## src/rtl/pipe_ctrl_pkg.sv

```systemverilog
// Shared constants for the pipeline hazard controller: FSM encoding,
// counter widths and the load-use hazard predicate.
package pipe_ctrl_pkg;

    localparam int CNT_W  = 16;
    localparam int WAIT_W = 8;

    localparam logic [CNT_W-1:0] CNT_MAX = {CNT_W{1'b1}};

    typedef enum logic [1:0] {
        RUN      = 2'd0,
        MEM_WAIT = 2'd1,
        ERR      = 2'd2
    } ctrl_state_t;

    // A load in EX whose result the ID instruction needs; r0 never creates a dependency.
    function automatic logic load_use_hazard(
        input logic       ex_mem_r,
        input logic [4:0] ex_dest,
        input logic [4:0] id_rs,
        input logic [4:0] id_rt,
        input logic       id_use_rt
    );
        return ex_mem_r && (ex_dest != 5'd0) &&
               ((ex_dest == id_rs) || (id_use_rt && (ex_dest == id_rt)));
    endfunction

endpackage

```

## src/rtl/sat_counter16.sv

```systemverilog
// 16-bit event counter with enable and async clear that sticks at all-ones.
module sat_counter16
    import pipe_ctrl_pkg::*;
(
    input  logic             clk,
    input  logic             rst,
    input  logic             en,
    output logic [CNT_W-1:0] count
);

    logic [CNT_W-1:0] count_reg;

    always_ff @(posedge clk or posedge rst) begin
        if (rst) begin
            count_reg <= '0;
        end else if (en && (count_reg != CNT_MAX)) begin
            count_reg <= count_reg + CNT_W'(1);
        end
    end

    assign count = count_reg;

endmodule

```

## src/rtl/pipe_hazard_ctrl.sv

```systemverilog
// Pipeline hazard controller beside the EX stage: drives register enables and
// bubbles for memory stalls, taken branches and load-use hazards.
module pipe_hazard_ctrl
    import pipe_ctrl_pkg::*;
#(
    parameter int TIMEOUT = 255
) (
    input  logic             clk,
    input  logic             rst,
    input  logic [4:0]       ID_Rs,
    input  logic [4:0]       ID_Rt,
    input  logic             ID_useRt,
    input  logic             EX_MemR,
    input  logic [4:0]       EX_dest,
    input  logic             branch_taken,
    input  logic             mem_req,
    input  logic             mem_ready,
    output logic             pc_en,
    output logic             ifid_en,
    output logic             idex_en,
    output logic             exmem_en,
    output logic             memwb_en,
    output logic             ifid_flush,
    output logic             idex_flush,
    output logic [CNT_W-1:0] stall_cnt,
    output logic [CNT_W-1:0] flush_cnt,
    output logic             mem_err
);

    localparam logic [WAIT_W-1:0] TIMEOUT_CNT = TIMEOUT[WAIT_W-1:0];

    ctrl_state_t       state_reg, state_next;
    logic [WAIT_W-1:0] wait_cnt_reg, wait_cnt_next;
    logic              mem_err_reg;
    logic              advance;
    logic              hazard;
    logic              branch_flush;

    assign hazard = load_use_hazard(EX_MemR, EX_dest, ID_Rs, ID_Rt, ID_useRt);

    always_comb begin
        state_next    = state_reg;
        wait_cnt_next = wait_cnt_reg;
        advance       = 1'b0;
        case (state_reg)
            RUN: begin
                if (mem_req && !mem_ready) begin
                    state_next    = MEM_WAIT;
                    wait_cnt_next = WAIT_W'(1);
                end else begin
                    advance = 1'b1;
                end
            end
            MEM_WAIT: begin
                if (mem_ready) begin
                    state_next    = RUN;
                    wait_cnt_next = '0;
                    advance       = 1'b1;
                end else if (wait_cnt_reg == TIMEOUT_CNT) begin
                    state_next = ERR;
                end else begin
                    wait_cnt_next = wait_cnt_reg + WAIT_W'(1);
                end
            end
            ERR: begin
                state_next = ERR;
            end
            default: begin
                state_next    = RUN;
                wait_cnt_next = '0;
            end
        endcase
    end

    // Outputs stay low for the whole reset pulse, not just until the next edge.
    always_comb begin
        pc_en        = 1'b0;
        ifid_en      = 1'b0;
        idex_en      = 1'b0;
        exmem_en     = 1'b0;
        memwb_en     = 1'b0;
        ifid_flush   = 1'b0;
        idex_flush   = 1'b0;
        branch_flush = 1'b0;
        if (advance && !rst) begin
            idex_en  = 1'b1;
            exmem_en = 1'b1;
            memwb_en = 1'b1;
            if (branch_taken) begin
                pc_en        = 1'b1;
                ifid_en      = 1'b1;
                ifid_flush   = 1'b1;
                idex_flush   = 1'b1;
                branch_flush = 1'b1;
            end else if (hazard) begin
                idex_flush = 1'b1;
            end else begin
                pc_en   = 1'b1;
                ifid_en = 1'b1;
            end
        end
    end

    always_ff @(posedge clk or posedge rst) begin
        if (rst) begin
            state_reg    <= RUN;
            wait_cnt_reg <= '0;
            mem_err_reg  <= 1'b0;
        end else begin
            state_reg    <= state_next;
            wait_cnt_reg <= wait_cnt_next;
            if (state_next == ERR) begin
                mem_err_reg <= 1'b1;
            end
        end
    end

    assign mem_err = mem_err_reg;

    sat_counter16 u_stall_cnt (
        .clk   (clk),
        .rst   (rst),
        .en    (!pc_en),
        .count (stall_cnt)
    );

    sat_counter16 u_flush_cnt (
        .clk   (clk),
        .rst   (rst),
        .en    (branch_flush),
        .count (flush_cnt)
    );

endmodule

```

## config.mk

```make
export PLATFORM = sky130hd
export DESIGN_NAME = pipe_hazard_ctrl
export DESIGN_NICKNAME = d
export VERILOG_FILES = /design/src/rtl/pipe_ctrl_pkg.sv /design/src/rtl/sat_counter16.sv /design/src/rtl/pipe_hazard_ctrl.sv
export SDC_FILE = /design/constraint.sdc
export NUM_CORES = 1
export LEC_CHECK = 0
export BUFFER_PORTS_ARGS = -buffer_cell sky130_fd_sc_hd__buf_2
export CORE_AREA = 2 2 90 92
export CTS_CLUSTER_DIAMETER = 40
export DETAILED_ROUTE_END_ITERATION = 10
export DIE_AREA = 0 0 92 94
export PLACE_DENSITY = 0.54
export SYNTH_ARGS = -nofsm -noshare
export SYNTH_HDL_FRONTEND = slang
export SYNTH_SLANG_ARGS = --single-unit
export TNS_END_PERCENT = 1
```

## constraint.sdc

```tcl
create_clock -name clk -period 5.1 [get_ports clk]
set_input_delay 1.53 -clock clk [delete_from_list [all_inputs] [get_ports clk]]
set_output_delay 1.53 -clock clk [all_outputs]
set_load 0.02 [all_outputs]
```

==> reports/results.ini <==
[status]
status=finished clean

[worst_setup_path]
required_ns=3.57
path_cells=buf_2 > nor3_1 > nand2_1 > and3b_1 > a21boi_2 > buf_4 > buf_2
crit_type=input port to output pin
regToRegSetupSlack_ns=3.13
crit_path_end_kind=output pin
worstPathMaxFanout=17
reg2reg_from=state_reg[0]
slowest_stage=buf_4
crit_path_max_incr_delay_ns=0.22
cp-start-kind=input port
reg2regPathDepth=6
worstPathArrival_ns=2.64
r2r-end=u_flush_cnt.count[9]
cp_top_family=buffers and inverters
crit_top_cell=buf_2
cp_num_buf_inv=3

[min_path]
min_from=wait_cnt_reg[7]
worstHoldEndpoint=wait_cnt_reg[7]
hp-class=flip-flop to flip-flop
holdPathStages=1

[timing]
rsz0062_at_grt=false
setup_viol=0
setup_tns_ns=0
fin_crit_sh_pct=81.8
slew_viol_final=0
clock.fmax_mhz=240
slew-limit-headroom_pct=45.9
fin_crit_ns=4.17
worst_slew_pin_slew_ns=0.810
hold_violations=0
clock_skew_ns=0.00443

[cells_and_area]
fin_cells=394
nFillCells=822
drive_gt1_share_pct=26.7
nets=316
syn_to_final_growth_pct=23.0
diodes=0

[clocking]
clk_path_buf_depth=2
tritoncts=yes
clkTransAtPathRegs_ns=0.08
h-tree-depth=2
postCtsSetupBuffers=0
cts_sinks=43
cts_resized=0
cts_hold_buf=0
root_buffer=clkbuf_8
cts_buffers=5
insertion_delay_ns=0.29

[drt]
wl_per_cell_um=12.2
drt_iter0_drc=132
dr.pass1.iters=4
routed_wl_mm=4.81
drc=0
ant_nets=0
vias=1863
vias_per_cell=4.73

[power]
ir_worst_vdd_mv=0.187
power_density_nw_per_um2=405
p_leak_nw=1.30

[die]
fp-row-count=32
pin_count=62
start_util_pct=29.3
die_h_um=94
die_x_um=92
die_area_um2=8650
coreArea_um2=7610

[synthesis]
synth_xor_xnor_area_share_pct=16.1
yosysUniqueCellTypes=37
yosysTopAreaCellShare_pct=48.3
ys.warnings.count=0
synth_seq_cells=43
synthMuxAreaShare_pct=1.52
yosys-top-cells-area=dfrtp_1 (48%), xor2_1 (8.3%), xnor2_1 (7.9%), nand3_1 (5.6%), nand2_1 (3.2%)
synthArstFlopShare_pct=100
synthFlopType=dfrtp_1
syn_area_um2=2230
synth_most_common_cell=dfrtp_1
ys_seq_area_share_pct=48.3
synth_cells=227
synth_fa_ha_area_share_pct=1.68
yosys.area.top_type=dfrtp_1
synth_common_cells=dfrtp_1 (43), nand3_1 (25), xor2_1 (21), xnor2_1 (20), nand2_1 (19)
synth_nets=252
synthSimpleGateAreaFrac_pct=21.3
synth_top_family_by_area=simple AND/OR/NAND/NOR gates
avgSynthCellArea_um2=9.82
synth_edf_count=0
synth_compound_area_share_pct=8.09

[global_route]
grt_pass1_wl_mm=8.39
grt_overflow=0
antenna_found_initial=0
grtUsageTotal_pct=11.7
grt_max_degree=23
grt_pass1_vias=1812

[place]
port_buffers=61
dp_hpwl_mm=3.63
place_inst=386
gp_congestion=0.782

[run]
drv_cap=0

[logic make-up (layout without fill, tap and decap cells)]
kind of cell | Yosys count | count (layout)
compound gates | 28 | 28
xor+xnor | 41 | 41
fa+ha+maj | 3 | 3
buf+inv | 14 | 79
flops | 43 | 43
mux | 3 | 3
simple gates | 95 | 95
[power breakdown]
part / leakage, nW / total [W] / switching [W] / internal [W]
Sequential: 0.535 / 0.000522 / 0.000103 / 0.000419
Clock: 0.0515 / 0.000236 / 0.000112 / 0.000124
Combinational: 0.710 / 0.000353 / 0.000212 / 0.000141
Total: 1.30 / 0.00111 / 0.000427 / 0.000683
[placed cells by master, fill, tap and decap left out, types with 2 or more instances in the layout]
master,n
buf_2,61
dfrtp_1,43
nand3_1,25
xor2_1,21
xnor2_1,20
nand2_1,19
nor2_1,14
o21ai_0,12
nor3_1,12
inv_1,8
and3_1,8
clkbuf_8,7
nand4_1,5
mux2_2,3
ha_1,3
o31ai_1,2
and4_1,2
o22ai_1,2
nor2_2,2
nor4_1,2
a31oi_1,2
a21oi_1,2
buf_4,2
[worst max path at each step]
| stage | cells after the start | slack (ns) | to | from |
|---|---|---|---|---|
| CTS | 7 | 0.92 | ifid_en | EX_dest[0] |
| global route | 7 | 0.82 | pc_en | EX_dest[0] |
| detailed placement | 7 | 0.92 | ifid_en | EX_dest[0] |
| global placement | 7 | 0.92 | pc_en | EX_dest[0] |
| floorplan | 5 | 0.86 | pc_en | mem_req |
| finish | 7 | 0.93 | ifid_en | EX_dest[0] |
[area by class of cell]
type / instances / area (µm²) / area share, %
clock buffer: 8 / 100 / 3.65
sequential: 43 / 1080 / 39.3
timing repair buffer: 63 / 320 / 11.7
inverter: 8 / 30.0 / 1.10
tap: 102 / 128 / 4.66
multi-input combinational: 170 / 1090 / 39.6
[worst reg2reg max path, stage by stage (launching register included)]
cell	delay [ns]
dfrtp_1	0.51
nor2_2	0.22
o211ai_2	0.15
or3_1	0.41
a21oi_1	0.29
nand3_1	0.14
xnor2_1	0.14
[metrics by stage]
| stage | hold slack (ns) | total power, W | area [µm²] | setup WS (ns) | utilization, % |
|---|---|---|---|---|---|
| 2_1_floorplan | 0.444 | 0.000747 | 2230 | 0.861 | - |
| 3_3_place_gp | 0.476 | 0.000876 | 2640 | 0.925 | 34.7 |
| 3_5_place_dp | 0.477 | 0.000884 | 2640 | 0.922 | 34.7 |
| 4_1_cts | 0.494 | 0.00112 | 2740 | 0.922 | 36.0 |
| 5_1_grt | 0.514 | 0.00118 | 2740 | 0.819 | 36.0 |
| 6_report | 0.491 | 0.00111 | 2740 | 0.929 | 36.0 |
[layer usage]
metal / vias up / track usage (%) / wire, µm
li1: 917 / - / -
met3: 5 / 2.65 / 210
met1: 902 / 15.9 / 2310
met2: 39 / 18.6 / 2230
met4: 0 / 3.86 / 56
met5: - / 0 / 0
Note: power is estimated with default switching activity, not from simulation.
